<file path="src/rtl/ccastles_pkg.sv">
// Shared constants and helpers for the Crystal Castles trackball quadrature transmitter.
package ccastles_pkg;

    localparam int STEP_DIV_DEFAULT = 400;
    localparam int DELTA_W_DEFAULT  = 8;
    localparam int ACC_W_DEFAULT    = 12;

    typedef enum logic [1:0] {
        STEP_NONE = 2'b00,
        STEP_FWD  = 2'b01,
        STEP_REV  = 2'b10
    } step_e;

    function automatic int acc_max_f(input int w);
        return (32'sd1 <<< (w - 32'sd1)) - 32'sd1;
    endfunction

    function automatic int acc_min_f(input int w);
        return -(32'sd1 <<< (w - 32'sd1));
    endfunction

    localparam int ACC_MAX = acc_max_f(ACC_W_DEFAULT);
    localparam int ACC_MIN = acc_min_f(ACC_W_DEFAULT);

    // Phase to (A,B): A = p[1], B = p[1] ^ p[0]; forward order 00,01,11,10.
    function automatic logic [1:0] gray2(input logic [1:0] p);
        return {p[1], p[1] ^ p[0]};
    endfunction

endpackage

</file>
<file path="src/rtl/ccastles_trackball_quad_if.sv">
// Host motion inputs and quadrature outputs of the trackball transmitter.
interface ccastles_trackball_quad_if #(
    parameter int DELTA_W = 8
);
    logic                      delta_valid;
    logic signed [DELTA_W-1:0] delta_x;
    logic signed [DELTA_W-1:0] delta_y;
    logic                      flip;
    logic                      qx_a;
    logic                      qx_b;
    logic                      qy_a;
    logic                      qy_b;
    logic                      busy;

    modport master (
        output delta_valid, delta_x, delta_y, flip,
        input  qx_a, qx_b, qy_a, qy_b, busy
    );

    modport slave (
        input  delta_valid, delta_x, delta_y, flip,
        output qx_a, qx_b, qy_a, qy_b, busy
    );
endinterface

</file>
<file path="src/rtl/ccastles_quad_axis.sv">
// One trackball axis: saturating pending-step accumulator, phase counter and
// registered Gray-coded quadrature output.
module ccastles_quad_axis
    import ccastles_pkg::*;
#(
    parameter int DELTA_W = 8,
    parameter int ACC_W   = 12
) (
    input  logic                      clk,
    input  logic                      reset_n,
    input  logic                      tick_i,
    input  logic                      delta_valid_i,
    input  logic signed [DELTA_W-1:0] delta_i,
    input  logic                      flip_i,
    output logic                      a_o,
    output logic                      b_o,
    output logic                      nonzero_o
);

    localparam int SUM_W = ACC_W + 2;
    localparam logic signed [SUM_W-1:0] SUM_MAX = SUM_W'(acc_max_f(ACC_W));
    localparam logic signed [SUM_W-1:0] SUM_MIN = SUM_W'(acc_min_f(ACC_W));

    logic signed [ACC_W-1:0] acc_q, acc_d;
    logic [1:0]              phase_q, phase_d;
    logic [1:0]              ab_q, ab_d;
    step_e                   step_s;
    logic signed [SUM_W-1:0] acc_ext_s, delta_ext_s, step_ext_s, sum_s;

    // Step decision and phase advance; flip only reverses the phase direction.
    always_comb begin
        step_s  = STEP_NONE;
        phase_d = phase_q;
        if (tick_i) begin
            if (acc_q[ACC_W-1]) begin
                step_s = STEP_REV;
            end else if (|acc_q) begin
                step_s = STEP_FWD;
            end else begin
                step_s = STEP_NONE;
            end
        end else begin
            step_s = STEP_NONE;
        end
        case (step_s)
            STEP_FWD: phase_d = flip_i ? (phase_q - 2'd1) : (phase_q + 2'd1);
            STEP_REV: phase_d = flip_i ? (phase_q + 2'd1) : (phase_q - 2'd1);
            default:  phase_d = phase_q;
        endcase
        ab_d = gray2(phase_d);
    end

    // Full-precision accumulator update with saturation to the ACC_W range.
    always_comb begin
        acc_ext_s   = {{2{acc_q[ACC_W-1]}}, acc_q};
        delta_ext_s = {SUM_W{1'b0}};
        if (delta_valid_i) begin
            delta_ext_s = {{(SUM_W-DELTA_W){delta_i[DELTA_W-1]}}, delta_i};
        end else begin
            delta_ext_s = {SUM_W{1'b0}};
        end
        case (step_s)
            STEP_FWD: step_ext_s = {{(SUM_W-1){1'b0}}, 1'b1};
            STEP_REV: step_ext_s = {SUM_W{1'b1}};
            default:  step_ext_s = {SUM_W{1'b0}};
        endcase
        sum_s = acc_ext_s + delta_ext_s - step_ext_s;
        if (sum_s > SUM_MAX) begin
            acc_d = SUM_MAX[ACC_W-1:0];
        end else if (sum_s < SUM_MIN) begin
            acc_d = SUM_MIN[ACC_W-1:0];
        end else begin
            acc_d = sum_s[ACC_W-1:0];
        end
    end

    // Axis state registers; outputs come straight from flops so they never glitch.
    always_ff @(posedge clk or negedge reset_n) begin
        if (!reset_n) begin
            acc_q   <= {ACC_W{1'b0}};
            phase_q <= 2'b00;
            ab_q    <= 2'b00;
        end else begin
            acc_q   <= acc_d;
            phase_q <= phase_d;
            ab_q    <= ab_d;
        end
    end

    assign a_o       = ab_q[1];
    assign b_o       = ab_q[0];
    assign nonzero_o = |acc_q;

endmodule

</file>
<file path="src/rtl/ccastles_trackball_quad.sv">
// Trackball quadrature transmitter: shared step-rate tick, two axes and busy flag.
module ccastles_trackball_quad
    import ccastles_pkg::*;
#(
    parameter int STEP_DIV = STEP_DIV_DEFAULT,
    parameter int DELTA_W  = DELTA_W_DEFAULT,
    parameter int ACC_W    = ACC_W_DEFAULT
) (
    input  logic                      clk,
    input  logic                      reset_n,
    ccastles_trackball_quad_if.slave  bus
);

    localparam int CNT_W = $clog2(STEP_DIV);
    localparam logic [CNT_W-1:0] CNT_LAST = CNT_W'(STEP_DIV - 1);

    logic [CNT_W-1:0] cnt_q, cnt_d;
    logic             tick_s;
    logic             busy_q, busy_d;
    logic             nz_x_s, nz_y_s;

    // Tick counter wraps after STEP_DIV cycles; tick marks the last count.
    always_comb begin
        tick_s = (cnt_q == CNT_LAST);
        if (tick_s) begin
            cnt_d = {CNT_W{1'b0}};
        end else begin
            cnt_d = cnt_q + {{(CNT_W-1){1'b0}}, 1'b1};
        end
        busy_d = nz_x_s | nz_y_s;
    end

    // Tick counter and busy registers.
    always_ff @(posedge clk or negedge reset_n) begin
        if (!reset_n) begin
            cnt_q  <= {CNT_W{1'b0}};
            busy_q <= 1'b0;
        end else begin
            cnt_q  <= cnt_d;
            busy_q <= busy_d;
        end
    end

    ccastles_quad_axis #(
        .DELTA_W (DELTA_W),
        .ACC_W   (ACC_W)
    ) u_axis_x (
        .clk           (clk),
        .reset_n       (reset_n),
        .tick_i        (tick_s),
        .delta_valid_i (bus.delta_valid),
        .delta_i       (bus.delta_x),
        .flip_i        (bus.flip),
        .a_o           (bus.qx_a),
        .b_o           (bus.qx_b),
        .nonzero_o     (nz_x_s)
    );

    ccastles_quad_axis #(
        .DELTA_W (DELTA_W),
        .ACC_W   (ACC_W)
    ) u_axis_y (
        .clk           (clk),
        .reset_n       (reset_n),
        .tick_i        (tick_s),
        .delta_valid_i (bus.delta_valid),
        .delta_i       (bus.delta_y),
        .flip_i        (bus.flip),
        .a_o           (bus.qy_a),
        .b_o           (bus.qy_b),
        .nonzero_o     (nz_y_s)
    );

    assign bus.busy = busy_q;

endmodule

</file>
<file path="src/flat_wrapper.sv">
// flat-port wrapper written by rule: the top's interface ports become plain ports
module ccastles_trackball_quad_flat import ccastles_pkg::*;
#(
    parameter int STEP_DIV = STEP_DIV_DEFAULT,
    parameter int DELTA_W  = DELTA_W_DEFAULT,
    parameter int ACC_W    = ACC_W_DEFAULT
)
  (clk, reset_n, bus_delta_valid, bus_delta_x, bus_delta_y, bus_flip, bus_qx_a, bus_qx_b, bus_qy_a, bus_qy_b, bus_busy);
  ccastles_trackball_quad_if #(.DELTA_W(DELTA_W)) bus_i ();
  input  logic clk;
  input  logic reset_n;
  input wire logic [$bits(bus_i.delta_valid)-1:0] bus_delta_valid;
  input wire logic [$bits(bus_i.delta_x)-1:0] bus_delta_x;
  input wire logic [$bits(bus_i.delta_y)-1:0] bus_delta_y;
  input wire logic [$bits(bus_i.flip)-1:0] bus_flip;
  output wire logic [$bits(bus_i.qx_a)-1:0] bus_qx_a;
  output wire logic [$bits(bus_i.qx_b)-1:0] bus_qx_b;
  output wire logic [$bits(bus_i.qy_a)-1:0] bus_qy_a;
  output wire logic [$bits(bus_i.qy_b)-1:0] bus_qy_b;
  output wire logic [$bits(bus_i.busy)-1:0] bus_busy;
  assign bus_i.delta_valid = bus_delta_valid;
  assign bus_i.delta_x = bus_delta_x;
  assign bus_i.delta_y = bus_delta_y;
  assign bus_i.flip = bus_flip;
  assign bus_qx_a = bus_i.qx_a;
  assign bus_qx_b = bus_i.qx_b;
  assign bus_qy_a = bus_i.qy_a;
  assign bus_qy_b = bus_i.qy_b;
  assign bus_busy = bus_i.busy;
  ccastles_trackball_quad #(.STEP_DIV(STEP_DIV), .DELTA_W(DELTA_W), .ACC_W(ACC_W)) u_core (.clk(clk), .reset_n(reset_n), .bus(bus_i));
endmodule
</file>
<file path="config.mk">
export PLATFORM = sky130hd
export DESIGN_NAME = ccastles_trackball_quad_flat
export DESIGN_NICKNAME = d
export VERILOG_FILES = /design/src/rtl/ccastles_pkg.sv /design/src/rtl/ccastles_trackball_quad_if.sv /design/src/rtl/ccastles_quad_axis.sv /design/src/rtl/ccastles_trackball_quad.sv /design/src/flat_wrapper.sv
export SDC_FILE = /design/constraint.sdc
export NUM_CORES = 1
export LEC_CHECK = 0
export BUFFER_PORTS_ARGS = -buffer_cell sky130_fd_sc_hd__buf_2
export CAP_MARGIN = 20
export CORE_MARGIN = 2
export CORE_UTILIZATION = 60
export DETAILED_ROUTE_END_ITERATION = 10
export PLACE_DENSITY_LB_ADDON = 0.2
export SYNTH_ARGS = -nofsm -noshare
export SYNTH_HDL_FRONTEND = slang
export SYNTH_SLANG_ARGS = --single-unit
</file>
<file path="constraint.sdc">
create_clock -name clk -period 8.4 [get_ports clk]
set_clock_uncertainty 0.2 [all_clocks]
set_input_delay 0.84 -clock clk [delete_from_list [all_inputs] [get_ports clk]]
set_output_delay 0.84 -clock clk [all_outputs]
set_load 0.05 [all_outputs]
</file>
# Word level (Yosys, flattened, before mapping)
# Index checks and enable logic that the tools add are counted.
# W data, S select, Z words.
totals:
  ff_bits: 42
  input_bits: 20
  out_inout_bits: 5
  word_cells: 52
op_classes:
  addsub: 9
  order_cmp: 4
  eq_ne: 5
  n_mux: 21
  bitwise_logic: 3
  n_reduce_logical: 2
ops:
  columns: ["cell", "count"]
  rows:
  - ["$pmux W14 S2", 2]
  - ["$mux W12", 4]
  - ["$add A12 B14 Y14", 2]
  - ["$gt A14 B12 Y1 const B", 2]
  - ["$lt A14 B12 Y1 const B", 2]
  - ["$mux W14", 2]
  - ["$sub A14 B14 Y14", 2]
  - ["$reduce_or A12 Y1", 2]
  - ["$mux W2", 8]
  - ["$add A9 B1 Y9 const B", 1]
  - ["$eq A9 B9 Y1 const B", 1]
  - ["$mux W9", 1]
  - ["$pmux W2 S2", 2]
  - ["$add A2 B1 Y2 const B", 2]
  - ["$eq A2 B1 Y1 const B", 2]
  - ["$eq A2 B2 Y1 const B", 2]
  - ["$sub A2 B1 Y2 const B", 2]
  - ["$mux W1", 2]
  - ["$xor A1 B1 Y1", 2]
  - ["$or A1 B1 Y1", 1]

# Logic depth before layout (Yosys ltp)
logic_depth:
  depth_word: 10
  ltp_mapped: 18
  mapped_depth_nobuf: 17

# By module
# Synthesis repeated with hierarchy kept, for this count alone.
hier_totals:
  cells_unflattened: 430
  hier_area_um2: 3823.7
modules_own_cells:
  columns: ["mod", "n_inst", "cells_each", "area_each_um2", "seq_area_each_um2"]
  rows:
  - ["ccastles_quad_axis at u_core.u_axis_y", 1, 200, 1709.1, 375.4]
  - ["ccastles_quad_axis at u_core.u_axis_x", 1, 188, 1649.1, 375.4]
  - ["ccastles_trackball_quad", 1, 42, 465.4, 250.2]

# Worst setup path before layout
# No wires, ideal clock.
synth_path:
  path_type: "reg2reg"
  start: "reg u_core.cnt_q[0]"
  end: "reg u_core.u_axis_x.acc_q[0]"
  setup_time_ps: 132
  arrival_ps: 3691
  t_required_ps: 8068
  slack_ps: 4377
  path_stages_with_launch: 17
  path_buffers: 1
  synth_period_minus_slack_ps: 4023
  path_cell_list: "dfrtp_1 > ha_1 > nand4_1 > and4bb_2 > buf_2 > nand2_1 > inv_1 > fa_1 > inv_1 > ha_1 > nor2b_4 > o31a_4 > a211oi_4 > o31ai_4 > xnor2_4 > a21oi_2 > a21oi_1"
synth_between:
  elab_chain_len: 8
  elab_cells_between_ends: 10
  cone_classes: "1 x add/sub; 2 x order compare; 3 x eq/ne; 4 x mux"
synth_rtl:
  columns: ["element", "line", "rtl"]
  rows:
  - ["start: declaration", "ccastles_trackball_quad.sv:17", "logic [CNT_W-1:0] cnt_q, cnt_d;"]
  - ["start signal: assignment", "ccastles_trackball_quad.sv:36", "cnt_q <= {CNT_W{1'b0}};"]
  - ["start signal: assignment", "ccastles_trackball_quad.sv:39", "cnt_q <= cnt_d;"]
  - ["$eq A9 B9 Y1 (*)", "ccastles_trackball_quad.sv:24", "tick_s = (cnt_q == CNT_LAST);"]
  - ["$mux W2 (*)", "ccastles_quad_axis.sv:34", "if (tick_i) begin"]
  - ["$eq A2 B2 Y1 or $eq A2 B1 Y1 (tied branches)", "ccastles_quad_axis.sv:62", "case (step_s)"]
  - ["$pmux W14 S2 (*)", "ccastles_quad_axis.sv:62", null]
  - ["$sub A14 B14 Y14 (*)", "ccastles_quad_axis.sv:67", "sum_s = acc_ext_s + delta_ext_s - step_ext_s;"]
  - ["$lt A14 B12 Y1", "ccastles_quad_axis.sv:70", "end else if (sum_s < SUM_MIN) begin"]
  - ["$mux W12", "ccastles_quad_axis.sv:70", null]
  - ["$mux W12 (*)", "ccastles_quad_axis.sv:68", "if (sum_s > SUM_MAX) begin"]
  - ["via u_core.u_axis_x.acc_d[0]", "ccastles_quad_axis.sv:24", "logic signed [ACC_W-1:0] acc_q, acc_d;"]
  - ["end signal: assignment", "ccastles_quad_axis.sv:80", "acc_q <= {ACC_W{1'b0}};"]
  - ["end: declaration", "ccastles_quad_axis.sv:24", null]
# Mark *: on every way through the listed nets, which the timed path passes. The rest lies on a longest branch.

# Final worst setup path
layout_path:
  start: "reg u_core.cnt_q[0]"
  end: "reg u_core.u_axis_y.acc_q[1]"
layout_between:
  elab_chain_len: 8
  elab_cells_between_ends: 10
  cone_classes: "1 x add/sub; 2 x order compare; 3 x eq/ne; 4 x mux"
layout_rtl:
  columns: ["element", "line"]
  rows:
  - ["$eq A9 B9 Y1 (*)", "ccastles_trackball_quad.sv:24"]
  - ["$mux W2 (*)", "ccastles_quad_axis.sv:34"]
  - ["$eq A2 B2 Y1 or $eq A2 B1 Y1 (tied branches)", "ccastles_quad_axis.sv:62"]
  - ["$pmux W14 S2 (*)", "ccastles_quad_axis.sv:62"]
  - ["$sub A14 B14 Y14 (*)", "ccastles_quad_axis.sv:67"]
  - ["$lt A14 B12 Y1", "ccastles_quad_axis.sv:70"]
  - ["$mux W12", "ccastles_quad_axis.sv:70"]
  - ["$mux W12 (*)", "ccastles_quad_axis.sv:68"]
  - ["via u_core.u_axis_y.acc_d[1]", "ccastles_quad_axis.sv:24"]
  - ["end signal: assignment", "ccastles_quad_axis.sv:80"]
  - ["end: declaration", "ccastles_quad_axis.sv:24"]
# Marked as above.

==> results.sh <==
export IMPL_grt_overflow=0
export IMPL_drc_errors=0
export IMPL_cts_sinks=40
export IMPL_hold_violations=0
export IMPL_num_rows=28
export IMPL_startpoint_type="flip-flop"
export IMPL_design_area_sq_mm=0.00384
export IMPL_syn_area_sq_mm=0.00358
export IMPL_clock_path_buffers=2
export IMPL_clkLatencyLatePin_ps=290
export IMPL_area_growth_pct=7.52
export IMPL_start_util_pct=61.1
export IMPL_max_freq_ghz=0.208
export IMPL_grt_total_usage_pct=25.1
export IMPL_cts_made_buffers=5
export IMPL_grt_antenna_before_repair=0
export IMPL_place_congestion=0.869
export IMPL_grt_max_degree=41
export IMPL_synth_flop_cell="dfrtp_1"
export IMPL_setup_viol=0
export IMPL_drt_first_iter_violations=156
export IMPL_slew_headroom_pct=40.0
export IMPL_worstPathRequired_ps=8340
export IMPL_ys_seq_area_share_pct=28.0
export IMPL_drt_antenna_violating_nets=0
export IMPL_hold_class="flip-flop to flip-flop"
export IMPL_antenna_diode_count=0
export IMPL_setup_tns_ps=0
export IMPL_synth_net_count=466
export IMPL_root_buffer="clkbuf_8"
export IMPL_maxCapViolCount=0
export IMPL_grt_pass1_vias=2741
export IMPL_portBuffers=24
export IMPL_drv_slew=0
export IMPL_place_area_sq_mm=0.00377
export IMPL_fin_crit_sh_pct=57.2
export IMPL_async_flop_share_pct=100
export IMPL_hold_buffers=0
export IMPL_crit_path_end_kind="flip-flop"
export IMPL_layout_min_cycle_time_ps=4800
export IMPL_cts_resized=0
export IMPL_synthDistinctLibCells=50
export IMPL_tritoncts="yes"
export IMPL_dp_hpwl_um=5970
export IMPL_fp_dieH_um=81.2
export IMPL_path_class="flip-flop to flip-flop"
export IMPL_ys_seq_elements=40
export IMPL_first_pass_iters=5
export IMPL_fp_dieArea_sq_mm=0.00659
export IMPL_arrival_ps=4750
export IMPL_htree_levels=2
export IMPL_avgSynthCellArea_sq_um=9.10
export IMPL_rsz0062_at_grt="false"
export IMPL_ios=25
export IMPL_worstMarginPinSlew_ps=898
export IMPL_nets=492
export IMPL_holdPathStages=1
export IMPL_status="finished, final reports clean"
export IMPL_reg2reg_depth=14
export IMPL_syn_inst=393
export IMPL_grt_pass1_wl_um=12600
export IMPL_viasPerCell=5.79
export IMPL_wl_um=7510
export IMPL_die_width_um=81.2
export IMPL_cp_max_fo=21
export IMPL_synth_edff_count=0
export IMPL_post_cts_buffers=0
export IMPL_wl_per_cell_um=15.2
export IMPL_final_layout_size_suffix_gt1_share_pct=11.7
export IMPL_yosys_warnings=0
export IMPL_num_vias=2861
export IMPL_clkSlewWorstSetupHoldPaths_ps=70
export IMPL_core_area_sq_mm=0.00585
## layer usage
metal	vias up	GRT usage (%)	routed length, um
met3	10	4.44	332
li1	1400	-	-
met1	1372	34.9	3540
met2	79	39.6	3530
met4	0	8.31	106
met5	-	0	0
## synthesized netlist by cell type (all sizes together), types with 5 or more instances
cell type / number / area, sq um
a21o: 13 / 97.6
a21oi: 41 / 213
and2: 8 / 50.1
dfrtp: 40 / 1000
fa: 13 / 260
ha: 40 / 500
inv: 47 / 176
nand2: 23 / 86.3
nand3: 16 / 80.1
nor2: 20 / 75.1
nor2b: 5 / 38.8
nor4: 6 / 37.5
o21ai: 32 / 175
xnor2: 17 / 175
xor2: 27 / 236
## layout by cell type, fill, tap and decap left out, types with 2 or more instances in the layout
cell type / netlist / final
or2_2: 3 / 3
fa_1: 13 / 13
nor2b_1: 4 / 4
o21a_1: 4 / 4
o21ai_0: 25 / 25
nor3_1: 4 / 4
xnor2_1: 15 / 15
nand2b_1: 2 / 2
a21oi_2: 2 / 2
a21oi_1: 39 / 39
nor4_1: 6 / 6
buf_2: 3 / 24
a21o_1: 13 / 13
clkbuf_8: 0 / 5
ha_1: 40 / 40
inv_1: 47 / 47
nand2_1: 23 / 23
and2_1: 8 / 8
and3_1: 4 / 4
xor2_1: 27 / 27
dfrtp_1: 40 / 40
nand3_1: 16 / 16
nor2_1: 20 / 20
a211oi_1: 3 / 3
o21ai_1: 5 / 5
## cell type report
type	count	area (sq um)
clock buffer	6	72.6
clock inverter	1	5.00
fill	477	2010
inverter	47	176
multi-input combinational	301	2380
sequential	40	1000
tap	75	93.8
timing repair buffer	24	120
## kinds of logic (layout without fill, tap and decap cells)
family	count (synthesis)	after routing	synth area share, %
compound gates	110	110	20.5
simple gates	94	94	13.1
fa+ha+maj	53	53	21.3
buf+inv	52	78	5.56
xor+xnor	44	44	11.5
flops	40	40	28.0
## stage by stage
| stage | utilization (%) | hold slack [ps] | setup WS (ps) | std cells |
|---|---|---|---|---|
| global route | 65.7 | 317 | 3260 | 494 |
| CTS | 65.7 | 293 | 3640 | 494 |
| global placement | 64.4 | 267 | 3840 | 487 |
| finish | 65.7 | 293 | 3600 | 494 |
| detailed placement | 64.4 | 283 | 3670 | 487 |
| floorplan | - | 255 | 4380 | 393 |
## flip-flops by register name (all words and copies together), names as in the netlist
register / count
u_core.u_axis_y.ab_q: 2
u_core.u_axis_x.ab_q: 2
u_core.u_axis_y.acc_q: 12
u_core.u_axis_y.phase_q: 1
u_core.u_axis_x.acc_q: 12
u_core.cnt_q: 9
u_core.bus.busy: 1
u_core.u_axis_x.phase_q: 1
## critical path, stage by stage (launching register included)
cell	delay [ps]
dfrtp_1	390
ha_1	220
nand4_1	120
and4bb_2	450
nand2_1	560
xor2_1	330
ha_1	340
ha_1	300
a21oi_1	260
o2111ai_2	260
a211oi_1	350
o21bai_2	120
xor2_1	200
o21ai_2	350
o21ai_0	180
## final timing paths
kind	startpoint	end	slack [ps]
min in group asynchronous	reset_n	u_core.u_axis_x.ab_q[0]	450
setup / recovery	u_core.cnt_q[0]	u_core.u_axis_y.acc_q[1]	3600
hold reg to reg	u_core.cnt_q[0]	u_core.cnt_q[0]	290
hold / removal	u_core.cnt_q[0]	u_core.cnt_q[0]	290
max in group asynchronous	reset_n	u_core.u_axis_x.acc_q[6]	6990
setup reg to reg	u_core.cnt_q[0]	u_core.u_axis_y.acc_q[1]	3600
Power is not shown: default switching activity piles up to over one toggle a cycle in this logic, so the estimate is an artifact.
